[src/rtl/lsq_alloc_ctrl.sv]
// LSQ slot allocation controller: grants slot IDs from an external free-ID
// queue and tracks each slot through FREE/ALLOC/DONE. Slots retire in
// dispatch order through a small age FIFO, and their IDs go back to the queue.
module lsq_alloc_ctrl #(
    parameter int unsigned ID_W      = 4,
    parameter int unsigned ORD_DEPTH = 4
) (
    input  logic            Clk,
    input  logic            Rest,
    input  logic            DispValid,
    output logic            DispReady,
    output logic [ID_W-1:0] DispId,
    input  logic            CmplValid,
    input  logic [ID_W-1:0] CmplId,
    input  logic            CommitEn,
    input  logic            Flush,
    input  logic [ID_W-1:0] FreePreOut,
    input  logic            FreeEmpty,
    output logic            FreeRable,
    output logic            FreeWable,
    output logic [ID_W-1:0] FreeDin,
    output logic            FreeClean,
    output logic            RetireValid,
    output logic [ID_W-1:0] RetireId,
    output logic [2:0]      InFlight,
    output logic            CmplErr
);

    localparam int unsigned N_SLOTS   = 2 ** ID_W;
    localparam int unsigned PTR_W     = $clog2(ORD_DEPTH);
    localparam logic [3:0]  DEPTH_CNT = 4'(ORD_DEPTH);

    typedef enum logic [1:0] {
        ST_FREE  = 2'd0,
        ST_ALLOC = 2'd1,
        ST_DONE  = 2'd2
    } slot_state_e;

    slot_state_e            slot_st [N_SLOTS];
    logic [ID_W-1:0]        ord_mem [ORD_DEPTH];
    logic [PTR_W-1:0]       head_ptr;
    logic [PTR_W-1:0]       tail_ptr;
    logic [ID_W-1:0]        head_id;
    logic                   fire;
    logic                   retire;
    logic                   cmpl_hit;

    // Grant, retire and completion decode from the current registered state
    always_comb begin
        head_id   = ord_mem[head_ptr];
        DispReady = !FreeEmpty && !Flush && ({1'b0, InFlight} < DEPTH_CNT);
        fire      = DispValid && DispReady;
        FreeRable = fire;
        DispId    = FreePreOut;
        retire    = (InFlight != 3'd0) && (slot_st[head_id] == ST_DONE)
                    && CommitEn && !Flush;
        cmpl_hit  = CmplValid && (slot_st[CmplId] == ST_ALLOC);
    end

    // Per-slot state table; the three updates never target the same slot
    always_ff @(posedge Clk or posedge Rest) begin
        if (Rest) begin
            slot_st <= '{default: ST_FREE};
        end else if (Flush) begin
            slot_st <= '{default: ST_FREE};
        end else begin
            if (cmpl_hit) slot_st[CmplId]  <= ST_DONE;
            if (retire)   slot_st[head_id] <= ST_FREE;
            if (fire)     slot_st[DispId]  <= ST_ALLOC;
        end
    end

    // Age FIFO holding slot IDs in dispatch order; pointers wrap naturally
    always_ff @(posedge Clk or posedge Rest) begin
        if (Rest) begin
            ord_mem  <= '{default: '0};
            head_ptr <= '0;
            tail_ptr <= '0;
        end else if (Flush) begin
            head_ptr <= '0;
            tail_ptr <= '0;
        end else begin
            if (fire) begin
                ord_mem[tail_ptr] <= DispId;
                tail_ptr          <= tail_ptr + PTR_W'(1);
            end
            if (retire) head_ptr <= head_ptr + PTR_W'(1);
        end
    end

    // Occupancy count; fire and retire together cancel out
    always_ff @(posedge Clk or posedge Rest) begin
        if (Rest) begin
            InFlight <= 3'd0;
        end else if (Flush) begin
            InFlight <= 3'd0;
        end else if (fire && !retire) begin
            InFlight <= InFlight + 3'd1;
        end else if (retire && !fire) begin
            InFlight <= InFlight - 3'd1;
        end
    end

    // Registered pulses toward the free-ID queue, the ROB and error reporting
    always_ff @(posedge Clk or posedge Rest) begin
        if (Rest) begin
            FreeWable   <= 1'b0;
            FreeDin     <= '0;
            RetireValid <= 1'b0;
            RetireId    <= '0;
            CmplErr     <= 1'b0;
            FreeClean   <= 1'b0;
        end else begin
            FreeClean   <= Flush;
            FreeWable   <= retire;
            RetireValid <= retire;
            CmplErr     <= CmplValid && !cmpl_hit && !Flush;
            if (retire) begin
                FreeDin  <= head_id;
                RetireId <= head_id;
            end
        end
    end

endmodule
[config.mk]
export PLATFORM = sky130hd
export DESIGN_NAME = lsq_alloc_ctrl
export DESIGN_NICKNAME = d
export VERILOG_FILES = /design/src/rtl/lsq_alloc_ctrl.sv
export SDC_FILE = /design/constraint.sdc
export NUM_CORES = 1
export LEC_CHECK = 0
export BUFFER_PORTS_ARGS = -buffer_cell sky130_fd_sc_hd__buf_2
export CAP_MARGIN = 40
export CORE_MARGIN = 8
export CORE_UTILIZATION = 48
export CTS_BUF_LIST = sky130_fd_sc_hd__clkbuf_16
export DETAILED_ROUTE_END_ITERATION = 7
export PLACE_DENSITY = 0.64
export SLEW_MARGIN = 20
export SYNTH_ARGS = -nofsm -noshare
export SYNTH_HDL_FRONTEND = slang
export SYNTH_SLANG_ARGS = --single-unit
[constraint.sdc]
create_clock -name Clk -period 5.6 [get_ports Clk]
set_input_delay 0.84 -clock Clk [delete_from_list [all_inputs] [get_ports Clk]]
set_output_delay 0.84 -clock Clk [all_outputs]
set_load 0.03 [all_outputs]
Word level (Yosys, flattened, before mapping). Cells that the tools add are included.

Multiplexer cells: 31. Reductions and logical operators: 25. $add $sub $neg: 4. $lt $le $gt $ge: 10. Bitwise operators: 14. Equal/unequal tests: 2.

Operator list (count): two-way mux 32 bit (6); AND 16 bit (2); AND 32 bit (1); inverter 16 bit (2); inverter 32 bit (1); OR 16 bit (2); demux 2 bit (select 4 bit) (3); two-way mux 2 bit (11); binary-select mux 2 bit (select 4 bit) (2); bitwise mux 16 bit (1); >= comparator 5 bit (second input constant) (3); logical AND 1 bit (15); < comparator 5 x 1 -> 1 bit (second input constant) (3); inverter 4 -> 5 bit (3); two-way mux 4 bit (3); two-way mux 3 bit (3); binary-select mux 4 bit (select 2 bit) (1); demux 4 bit (select 2 bit) (1); >= comparator 3 bit (second input constant) (2); inverter 2 -> 3 bit (2); nonzero test 3 bit (2); zero test 1 bit (5); adder 2 x 1 -> 2 bit (second input constant) (2); nonzero test 2 bit (2); other kinds (8) (8).

Register bits: 62. Input bits: 15. Output and inout bits: 21. Logic and storage cells: 113.

Depth between registers and ports, before layout. Gate-level depths: netlist of the first run.

Depth after elaboration: 17. Mapped depth: 12. Mapped depth without buffers: 9.

Least setup slack after synthesis of the first run. Ideal clock, no wire load.

Kind: input to output. Start: input port Flush. End: output port FreeRable. Setup slack: 2.270 ns. Data arrival time: 2.490 ns. Required time: 4.760 ns. Path buffers: 2. Stages: 5. Cells stage by stage: buf_4 -> nor3_1 -> nand2_1 -> inv_1 -> buf_2.

Word-level cells in the longest chain between the ends: 4.

Ends and longest elaborated chain: start: declaration (line 16) `input logic Flush,`; zero test 1 bit (line 51) `DispReady = !FreeEmpty && !Flush && ({1'b0, InFlight} < DEPTH_CNT);`; logical AND 1 bit (2 in a row) (line 51); named net DispReady (line 11) `output logic DispReady,`; logical AND 1 bit (line 52) `fire = DispValid && DispReady;`; end: declaration (line 19) `output logic FreeRable,`.

The timed path passes the listed nets, and every way through them passes these cells.

Worst setup path in the final report of the first run.
Start: register head_ptr[0]. End: register InFlight[2].

Word-level cells in the longest chain between the ends: 16. Elaborated cells on any way between the ends: 18. Classes of those cells: eq/ne (1); mux (8); bitwise (2); reduce/logical (7).

Ends and longest elaborated chain: start: declaration (line 41) `logic [PTR_W-1:0] head_ptr;`; start signal: assignment (line 87) `if (retire) head_ptr <= head_ptr + PTR_W'(1);`; inverter 2 -> 3 bit (implied by the code) (*) (line 50) `head_id = ord_mem[head_ptr];`; binary-select mux 4 bit (select 2 bit) (*) (line 50); two-way mux 4 bit (implied by the code) (*) (2 in a row) (line 50); inverter 4 -> 5 bit (implied by the code) (*) (line 55) `retire = (InFlight != 3'd0) && (slot_st[head_id] == ST_DONE)`; binary-select mux 2 bit (select 4 bit) (*) (line 55); two-way mux 2 bit (implied by the code) (*) (2 in a row) (line 55); equality test 2 bit (*) (line 55); logical AND 1 bit (*) (line 55); logical AND 1 bit (*) (2 in a row) (line 56) `&& CommitEn && !Flush;`; zero test 1 bit (line 97) `end else if (fire && !retire) begin`; logical AND 1 bit (line 97); two-way mux 3 bit (line 97); two-way mux 3 bit (line 95) `end else if (Flush) begin`; end signal: assignment (line 98) `InFlight <= InFlight + 3'd1;`; end signal: assignment (line 100) `InFlight <= InFlight - 3'd1;`; end: declaration (line 25) `output logic [2:0] InFlight,`.

Every way passes the cells marked *; elsewhere a longest branch is shown, timed or not. The select of a mux whose other input is x is not followed. A chain may end at the register's enable or synchronous reset.

==> key figures, run 1 <==
Critical path
  – Req. time, crit path: 5.86 ns
  – Crit path top cell by count: nand3b_1
  – R2R Path Start: head_ptr[0]
  – Critical path type: reg2reg
  – CP max stage delay: 0.74 ns
  – Critical Path Fanout Max: 17
  – Reg2reg setup slack: 2.31 ns
  – FF-to-FF path depth: 9
  – Critical-path cell list: mux4_2 -> nand3b_1 -> a41o_1 -> a221oi_2 -> and2_4 -> nor2_1 -> fa_1 -> or3_1 -> nand3b_1
  – Data arrival, critical path: 3.55 ns
  – Worst reg2reg endpoint: InFlight[2]
  – CP endpoint kind: flip-flop
  – Worst setup SP type: flip-flop
  – Slowest-stage cell, CP: mux4_2

Clock network
  – Clk_lat worst skew: between 0.3 and 0.4 ns
  – Resize count post-CTS: 0
  – Post-CTS Hold Fix Bufs: 0
  – Clk sinks: slightly above 60
  – Post-CTS Setup Inserts: 0
  – CTS tree: done
  – Max Root-Sink Buffers: 2
  – Htree depth: 3
  – Root Driver: clkbuf_16
  – TritonCTS Buffers: 9
  – Clock-pin slew on the worst setup and hold paths: 0.05 ns

STA
  – Post-layout min period: between 3 and 4 ns
  – Fmax: 304 MHz
  – Worst-Margin Slew: about 0.69 ns
  – Final Cycle Share: 0.588
  – Rel. slew slack: 0.536
  – Count of final hold-check violations: 0
  – Final setup violation count: 0
  – Worst clock skew: 0.00664 ns
  – Unrepaired setup endpoints after global routing: false
  – Setup slack after layout: 2.31 ns
  – Setup tns final: 0 ns
  – Max-slew violation count: 0

Route
  – Max layer used: met4
  – WL met3: 502 um
  – Routed Antenna Nets: 0
  – Number of vias in the routed layout: about 2.8k
  – Metal2 WL: 4200 um
  – Drt first pass iters: 5
  – Wirelength per Cell: 18.0 um
  – Iter 0 DRT Violations: 207
  – DRC viols: 0
  – Met1 Wirelength: 3880 um
  – WL final: 8750 um
  – Average vias per placed instance: 5.81

Die
  – Die area: 10400 um2
  – Die Span Y: a little over 100 um
  – Rows: 31
  – I/O pins: 36
  – Core area: 7210 um2
  – Die width: about 100 um
  – Starting density of the core: 0.493

Synth
  – Synth Net Count: about 380
  – Syn Std Cell Area: 3560 um2
  – Netlist cell types: 48
  – Mean area per synthesized cell: 9.85 um2
  – Mapped Cells: 361
  – Ys Warns: 0
  – Sequential area share after synthesis: 0.436
  – Register bit total from synthesis: 62

Placement
  – Gp weighted congestion: between 0.8 and 0.9
  – Port Buffer Count: 35
  – Detail Placement HPWL: 6010 um
  – Pre-CTS WS: about 2.3 ns
  – DP Area: 3690 um2

Layout
  – Commonest non-fill, non-tap cells in the layout: dfrtp_1, a21oi_1, o21ai_0, buf_2, nand2b_1
  – N_diodes: 0
  – Layout cell share with drive strength beyond 1: 0.223
  – Nets@finish: 403
  – Post-layout util: 0.551
  – Fill cells: 652
  – Layout Area Growth over Synthesis: 11.8%
  – Most common cell after layout, fill and taps aside: dfrtp_1
  – Post-route cell area: 3980 um2

Global routing
  – Vias in the first global route: 2765
  – Antenna violations before repair: 0
  – Gr usage total: 0.176
  – Total grt overflow: 0
  – First-pass GRT wire length: 14100 um
  – Largest net degree at the start of global routing: 63

Worst hold path
  – Hold Crit Endpoint: ord_mem[6]
  – Worst hold-check path type: reg2reg
  – Beginning of the worst hold path: ord_mem[6]
  – Hold Crit Depth: 1

Status
  – Status: completed

Power
  – Cell area power density: ~340 nW/um2
  – Static Leak: 0.00173 uW
  – Total power: 1360 uW
  – Maximum VDD drop: between 0.15 and 0.2 mV

Job
  – Max-cap violation count: 0
-- critical path, delay by kind of cell, from the launching register on --
family / cells / cell delay [ns]
DFF: 1 / 0.55
and+or+nand+nor: 5 / 1.09
AOI/OAI and AO/OA: 2 / 0.44
adders and majority gates: 1 / 0.41
muxes: 1 / 0.74
-- cells by family after synthesis --
group / count (synthesis) / synth area share
adders and majority gates: 5 / 0.0197
DFF: 62 / 0.436
muxes: 36 / 0.134
xor gates and xnor gates: 2 / 0.00493
AOI/OAI and AO/OA: 96 / 0.153
and+or+nand+nor: 119 / 0.188
buffers and inverters: 41 / 0.0647
-- per-layer routing --
layer | up-vias | track usage
li1 | 1319 | -
met1 | 1376 | 0.231
met2 | 104 | 0.273
met3 | 17 | 0.0375
met4 | 0 | 0.0790
met5 | - | 0
-- synthesized netlist by cell type (all sizes together) --
master	n	share of area
dfrtp	62	0.44
a21oi	43	0.061
o21ai	36	0.051
nand2b	28	0.049
nand2	22	0.023
mux2	21	0.071
nor2	21	0.022
buf	18	0.040
inv	12	0.013
clkbuf	11	0.012
nand3b	10	0.021
mux2i	9	0.025
nor3	8	0.011
mux4	6	0.038
nand3	6	0.0084
a31oi	5	0.0088
nor2b	5	0.011
ha	4	0.014
nor3b	4	0.0098
o31ai	3	0.0063
a31o	2	0.0049
and2	2	0.0042
and3	2	0.0035
and3b	2	0.0049
nand4	2	0.0035
nor4	2	0.0035
nor4b	2	0.0049
xnor2	2	0.0049
a2111oi	1	0.0025
a221o	1	0.0028
a221oi	1	0.0042
a41o	1	0.0028
and4b	1	0.0028
fa	1	0.0056
nand4b	1	0.0025
o2111ai	1	0.0025
o211ai	1	0.0021
o32ai	1	0.0046
or3	1	0.0018
-- state kept, by name, indices dropped and copies added (netlist names) --
name and count:
slot_st 32, ord_mem 16, RetireId 4, InFlight 3, head_ptr 2, tail_ptr 2, CmplErr 1, FreeClean 1
RetireValid 1
-- area by class of cell --
cell class	count	area, um2	area share
sequential	62	1550	0.390
clock buffer	9	225	0.0566
tap	99	124	0.0311
timing repair buffer	40	235	0.0591
inverter	12	45.0	0.0113
multi-input combinational	258	1780	0.446
clock inverter	5	21.3	0.00535
-- stage by stage --
step           hold slack, ns  std cells
6_report                0.500        485
5_1_grt                 0.523        485
4_1_cts                 0.505        483
3_5_place_dp            0.493        469
3_3_place_gp            0.486        468
2_1_floorplan           0.474        361
-- worst max-delay path by stage --
stage,endpoint,startpoint,slack (ns),depth (start not counted)
after floorplan,FreeRable,Flush,2.27,5
after global placement,FreeRable,Flush,2.39,5
after detailed placement,InFlight[2],head_ptr[0],2.34,9
after CTS,InFlight[2],head_ptr[0],2.32,9
after global routing,InFlight[2],head_ptr[0],2.14,9
final,InFlight[2],head_ptr[0],2.31,9
-- where the power goes --
part	switching [uW]	internal, uW
Clock	183	287
Sequential	33.4	497
Combinational	226	131
Total	442	915
(Power assumes the default switching activity.)
==> inputs of run 2 (changes only) <==
==> constraint.sdc (replaced) <==
create_clock -name Clk -period 3.3 [get_ports Clk]
set_input_delay 0.495 -clock Clk [delete_from_list [all_inputs] [get_ports Clk]]
set_output_delay 0.495 -clock Clk [all_outputs]
set_load 0.03 [all_outputs]
==> run 2 against run 1 <==
  * Power increased by 90%
  * Sequential cell count unchanged
  * Combinational power up 75%
  * Register-to-register slack worse by 2.0 ns
  * Final cell count rose by 1.6%
==> key figures, run 2 (same netlist as run 1, synthesis figures left out) <==
Critical path
  – Worst path depth: 9 (unchanged)
  – Largest delay share family, worst path: simple AND/OR/NAND/NOR gates (unchanged)
  – Critical Path Fanout Max: 15 (was 17)
  – Worst setup SP type: flip-flop (unchanged)
  – CP max stage delay: 0.69 ns (was 0.74 ns)
  – Crit path top cell by count: nand3b_1 (unchanged)
  – Critical-path cell list: mux4_2 -> nand3b_1 -> a41o_1 -> a221oi_2 -> and2_4 -> nor2_1 -> fa_1 -> or3_1 -> nand3b_1 (unchanged)
  – Critical path type: reg2reg (unchanged)
  – CP Buf/Inv Count: 0 (unchanged)
  – Slowest-stage cell, CP: mux4_2 (unchanged)
  – Req. time, crit path: 3.56 ns (was 5.86 ns)
  – FF-to-FF path depth: 9 (unchanged)
  – Data arrival, critical path: 3.27 ns (was 3.55 ns)
  – CP endpoint kind: flip-flop (unchanged)

Global routing
  – Gr usage total: 0.185 (was 0.176)
  – Largest net degree at the start of global routing: 47 (was 63)
  – First-pass GRT wire length: 14800 um (was 14100 um)
  – Total grt overflow: 0 (unchanged)
  – Vias in the first global route: 2831 (was 2765)
  – Antenna violations before repair: 0 (unchanged)

Layout
  – Commonest non-fill, non-tap cells in the layout: dfrtp_1, a21oi_1, o21ai_0 (was dfrtp_1, a21oi_1, o21ai_0, buf_2, nand2b_1)
  – Largest regs: slot_st (32), ord_mem (16), RetireId (4) (unchanged)
  – N_diodes: 0 (unchanged)
  – Non-Filler Instances: 493 (was 485)
  – Max reg flops: 32 (unchanged)
  – Post-route cell area: 4090 um2 (was 3980 um2)
  – Layout Area Growth over Synthesis: 14.8% (was 11.8%)
  – Nets@finish: 409 (was 403)
  – Most common cell after layout, fill and taps aside: dfrtp_1 (unchanged)
  – Reg with most FFs: slot_st (unchanged)
  – Layout cell share with drive strength beyond 1: 0.239 (was 0.223)

Placement
  – Port Buffer Count: 35 (unchanged)
  – Post-Place Cells: 474 (was 469)
  – Detail Placement HPWL: 6190 um (was 6010 um)
  – DP Area: 3730 um2 (was 3690 um2)
  – Gp weighted congestion: 0.854 (was 0.850)

Power
  – Maximum VDD drop: 0.246 mV (was 0.170 mV)
  – Gate power share: 0.242 (was 0.263)
  – Power share of the sequential group: 0.351 (was 0.391)
  – Cell area power density: 630 nW/um2 (was 341 nW/um2)
  – Static Leak: 0.00179 uW (was 0.00173 uW)
  – Switching share of power: 0.298 (was 0.326)
  – P_int: 1810 uW (was 915 uW)
  – Clock power frac: 0.407 (was 0.346)
  – Switching pwr: 767 uW (was 442 uW)

Route
  – Wirelength per Cell: 18.4 um (was 18.0 um)
  – WL final: 9080 um (was 8750 um)
  – DRC viols: 0 (unchanged)
  – Iter 0 DRT Violations: 164 (was 207)
  – Average vias per placed instance: 5.79 (was 5.81)
  – Drt first pass iters: 4 (was 5)
  – Number of vias in the routed layout: 2855 (was 2816)
  – Routed Antenna Nets: 0 (unchanged)

STA
  – Unrepaired setup endpoints after global routing: false (unchanged)
  – Max-slew violation count: 0 (unchanged)
  – Rel. slew slack: 0.517 (was 0.536)
  – Final setup violation count: 0 (unchanged)
  – Fmax: 333 MHz (was 304 MHz)
  – Post-layout min period: 3.01 ns (was 3.29 ns)
  – Setup tns final: 0 ns (unchanged)
  – Worst clock skew: 0.00999 ns (was 0.00664 ns)
  – Worst-Margin Slew: 0.722 ns (was 0.695 ns)
  – Count of final hold-check violations: 0 (unchanged)
  – Final Cycle Share: 0.911 (was 0.588)
  – Final hold slack: 0.110 ns (was 0.500 ns)

Die
  – Rows: 31 (unchanged)
  – Die area: 10400 um2 (unchanged)
  – Die width: 102 um (unchanged)
  – Die Span Y: 102 um (unchanged)
  – Starting density of the core: 0.493 (unchanged)
  – I/O pins: 36 (unchanged)
  – Core area: 7210 um2 (unchanged)

Clock network
  – Max Root-Sink Buffers: 2 (unchanged)
  – Htree depth: 3 (unchanged)
  – TritonCTS Buffers: 9 (unchanged)
  – Clk sinks: 62 (unchanged)
  – Clk_lat worst skew: 0.33 ns (about the same)
  – Clock-pin slew on the worst setup and hold paths: 0.05 ns (about the same)
  – Post-CTS Hold Fix Bufs: 0 (unchanged)
  – CTS tree: done (unchanged)
  – Root Driver: clkbuf_16 (unchanged)

Job
  – Max-cap violation count: 0 (unchanged)

Worst hold path
  – Worst hold-check path type: in2async (was reg2reg)

Status
  – Status: completed (unchanged)
run 2: power groups by stage:
stage | Combinational (uW) | Clock, uW | Sequential [uW]
after floorplan | 443 | 0 | 961
after global placement | 595 | 0 | 912
after detailed placement | 603 | 0 | 915
after CTS | 604 | 1060 | 903
after global routing | 665 | 1100 | 916
final | 623 | 1050 | 904
run 2: repair_timing:
action | 4_1_cts | 5_1_grt
gates resized for setup | 0 | 1
setup buffers | 0 | 3
endpoints found under the setup margin | 0 | 2
run 2: area by class of cell:
| class | count | area, um2 |
|---|---|---|
| clock buffer | 9 | 225 |
| clock inverter | 7 | 105 |
| tap | 99 | 124 |
| sequential | 62 | 1550 |
| fill | 655 | 3130 |
| timing repair buffer | 46 | 258 |
| inverter | 12 | 45.0 |
| multi-input combinational | 258 | 1780 |
run 2: per-layer routing:
layer  global-route usage  share of wire  wire length, um  vias to the layer above
li1                     -              -                -                     1343
met1                0.247           0.46             4210                     1396
met2                0.282           0.46             4180                       98
met3               0.0347          0.055              496                       18
met4               0.0835          0.021              195                        0
met5                    0              0                0                        -
run 2: worst paths after layout:
check / slack (ns) / from / endpoint
min reg2reg: 0.51 / ord_mem[8] / ord_mem[8]
max reg2reg: 0.29 / head_ptr[0] / InFlight[2]
min in group Clk: 0.45 / CmplValid / CmplErr
min: 0.11 / Rest / InFlight[2]
max in group asynchronous: 2.54 / Rest / head_ptr[0]
max: 0.29 / head_ptr[0] / InFlight[2]
run 2: per-stage QoR:
| stage | total power [uW] | util | setup WS (ns) |
|---|---|---|---|
| finish | 2570 | 0.566 | 0.295 |
| global route | 2680 | 0.566 | 0.117 |
| CTS | 2570 | 0.563 | 0.161 |
| detailed placement | 1520 | 0.517 | 0.168 |
| global placement | 1510 | 0.517 | 0.242 |
| floorplan | 1400 | - | 0.355 |
==> inputs of run 3 (changes only) <==
--- a/config.mk
+++ b/config.mk
@@ -7,11 +7,12 @@
 export LEC_CHECK = 0
 export BUFFER_PORTS_ARGS = -buffer_cell sky130_fd_sc_hd__buf_2
 export CAP_MARGIN = 40
+export CORE_ASPECT_RATIO = 0.9
 export CORE_MARGIN = 8
-export CORE_UTILIZATION = 48
+export CORE_UTILIZATION = 54
 export CTS_BUF_LIST = sky130_fd_sc_hd__clkbuf_16
 export DETAILED_ROUTE_END_ITERATION = 7
-export PLACE_DENSITY = 0.64
+export PLACE_DENSITY = 0.71
 export SLEW_MARGIN = 20
 export SYNTH_ARGS = -nofsm -noshare
 export SYNTH_HDL_FRONTEND = slang
==> run 3 against run 2 <==
  * Final cell count decreased by 2.4%
  * Largest cell class unchanged
  * Via count increased by 2.1%
  * Power decreased by 3.1%
==> key figures, run 3 (same netlist as run 1, synthesis figures left out) <==
Die
  – Core area: 6480 um2 (was 7210 um2)
  – Die Span Y: 93.0 um (was 102 um)
  – Die width: 102 um (about the same)
  – I/O pins: 36 (unchanged)
  – Rows: 28 (was 31)
  – Die area: 9440 um2 (was 10400 um2)
  – Starting density of the core: 0.549 (was 0.493)

Global routing
  – First-pass GRT wire length: 15300 um (was 14800 um)
  – Antenna violations before repair: 0 (unchanged)
  – Vias in the first global route: 2860 (was 2831)
  – Gr usage total: 0.211 (was 0.185)
  – Total grt overflow: 0 (unchanged)
  – Largest net degree at the start of global routing: 47 (unchanged)

Layout
  – Layout Area Growth over Synthesis: 13.4% (was 14.8%)
  – Most common cell after layout, fill and taps aside: dfrtp_1 (unchanged)
  – Nets@finish: 407 (was 409)
  – Post-layout util: 0.622 (was 0.566)
  – Register area: 1550 um2 (unchanged)
  – Commonest non-fill, non-tap cells in the layout: dfrtp_1, a21oi_1, o21ai_0 (unchanged)
  – Max reg flops: 32 (unchanged)
  – N_diodes: 0 (unchanged)
  – Layout cell share with drive strength beyond 1: 0.240 (was 0.239)
  – Largest regs: slot_st (32), ord_mem (16), RetireId (4) (unchanged)
  – Reg with most FFs: slot_st (unchanged)
  – Area of the multi-input gates: 1780 um2 (unchanged)
  – Fill cells: 573 (was 655)

Critical path
  – Critical path type: reg2reg (unchanged)
  – Worst setup SP type: flip-flop (unchanged)
  – Reg2reg setup slack: 0.29 ns (about the same)
  – Worst reg2reg endpoint: InFlight[2] (unchanged)
  – Slowest-stage cell, CP: mux4_2 (unchanged)
  – Req. time, crit path: 3.56 ns (about the same)
  – FF-to-FF path depth: 9 (unchanged)
  – R2R Path Start: head_ptr[0] (unchanged)
  – Crit path top cell by count: mux2i_1 (was nand3b_1)
  – Critical Path Fanout Max: 14 (was 15)
  – CP Buf/Inv Count: 0 (unchanged)
  – Largest delay share family, worst path: multiplexers (was simple AND/OR/NAND/NOR gates)
  – Data arrival, critical path: 3.28 ns (was 3.27 ns)
  – CP endpoint kind: flip-flop (unchanged)
  – CP max stage delay: 0.69 ns (about the same)
  – Critical-path cell list: mux4_2 -> mux2i_1 -> mux2i_1 -> a221oi_2 -> and2_4 -> nor2_1 -> fa_1 -> or3_1 -> nand3b_1 (was mux4_2 -> nand3b_1 -> a41o_1 -> a221oi_2 -> and2_4 -> nor2_1 -> fa_1 -> or3_1 -> nand3b_1)

Clock network
  – Clk sinks: 62 (unchanged)
  – Clk_lat worst skew: 0.33 ns (about the same)
  – Clock-pin slew on the worst setup and hold paths: 0.05 ns (about the same)
  – TritonCTS Buffers: 9 (unchanged)
  – CTS tree: done (unchanged)
  – Htree depth: 3 (unchanged)
  – Root Driver: clkbuf_16 (unchanged)
  – Max Root-Sink Buffers: 2 (unchanged)

Power
  – Static Leak: 0.00177 uW (was 0.00179 uW)
  – Maximum VDD drop: 0.262 mV (was 0.246 mV)
  – Cell area power density: 619 nW/um2 (was 630 nW/um2)

Worst hold path
  – Worst hold-check path type: in2async (unchanged)

STA
  – Count of final hold-check violations: 0 (unchanged)
  – Worst-Margin Slew: 0.716 ns (was 0.722 ns)
  – Setup tns final: 0 ns (unchanged)
  – Max-slew violation count: 0 (unchanged)
  – Final setup violation count: 0 (unchanged)
  – Rel. slew slack: 0.521 (was 0.517)
  – Final Cycle Share: 0.913 (was 0.911)
  – Unrepaired setup endpoints after global routing: false (unchanged)
  – Fmax: 332 MHz (was 333 MHz)
  – Post-layout min period: 3.01 ns (about the same)
  – Worst clock skew: 0.00648 ns (was 0.00999 ns)

Route
  – DRC viols: 0 (unchanged)
  – Iter 0 DRT Violations: 276 (was 164)
  – Wirelength per Cell: 19.3 um (was 18.4 um)
  – Drt first pass iters: 6 (was 4)
  – WL final: 9290 um (was 9080 um)
  – Routed Antenna Nets: 0 (unchanged)
  – Number of vias in the routed layout: 2914 (was 2855)
  – Average vias per placed instance: 6.06 (was 5.79)

Status
  – Status: completed (unchanged)

Placement
  – Port Buffer Count: 35 (unchanged)
  – Gp weighted congestion: 0.891 (was 0.854)
  – Detail Placement HPWL: 6440 um (was 6190 um)

Job
  – Max-cap violation count: 0 (unchanged)
## run 3: worst max path at each step
stage,startpoint,to,slack [ns],depth (start not counted)
2_1_floorplan,head_ptr[0],InFlight[2],0.36,12
3_3_place_gp,head_ptr[0],InFlight[2],0.27,9
3_5_place_dp,head_ptr[0],InFlight[1],0.18,8
4_1_cts,head_ptr[0],InFlight[2],0.18,9
5_1_grt,head_ptr[0],InFlight[2],0.08,9
6_report,head_ptr[0],InFlight[2],0.29,9
## run 3: what timing repair did
item	CTS	global route
endpoints found under the setup margin	0	2
hold buffers	0	0
buffers inserted	0	2
gates resized for setup	0	1
## run 3: power by group
| part | switching (uW) | total, uW | internal [uW] |
|---|---|---|---|
| registers | 64.3 | 908 | 843 |
| logic | 383 | 615 | 232 |
| clock network | 324 | 973 | 648 |
## run 3: final cells by class
| cell class | count | area share |
|---|---|---|
| sequential | 62 | 0.385 |
| clock inverter | 6 | 0.0195 |
| clock buffer | 9 | 0.0558 |
| inverter | 12 | 0.0112 |
| multi-input combinational | 258 | 0.440 |
| timing repair buffer | 44 | 0.0602 |
| tap | 90 | 0.0279 |
## run 3: per-layer routing
layer  vias up  track usage  routed length [um]
li1       1325            -                   -
met1      1426        0.289                4090
met2       141        0.310                4190
met3        22       0.0475                 773
met4         0        0.103                 231
met5         -            0                   0
## run 3: per-stage QoR
stage | cells | power, uW | hold WS, ns | setup WS [ns] | area [um2]
3_5_place_dp | 464 | 1520 | 0.492 | 0.183 | 3710
5_1_grt | 481 | 2590 | 0.224 | 0.0801 | 4030
2_1_floorplan | 361 | 1400 | 0.474 | 0.355 | 3560
6_report | 481 | 2500 | 0.194 | 0.288 | 4030
3_3_place_gp | 464 | 1510 | 0.488 | 0.269 | 3710
4_1_cts | 479 | 2500 | 0.200 | 0.177 | 4020
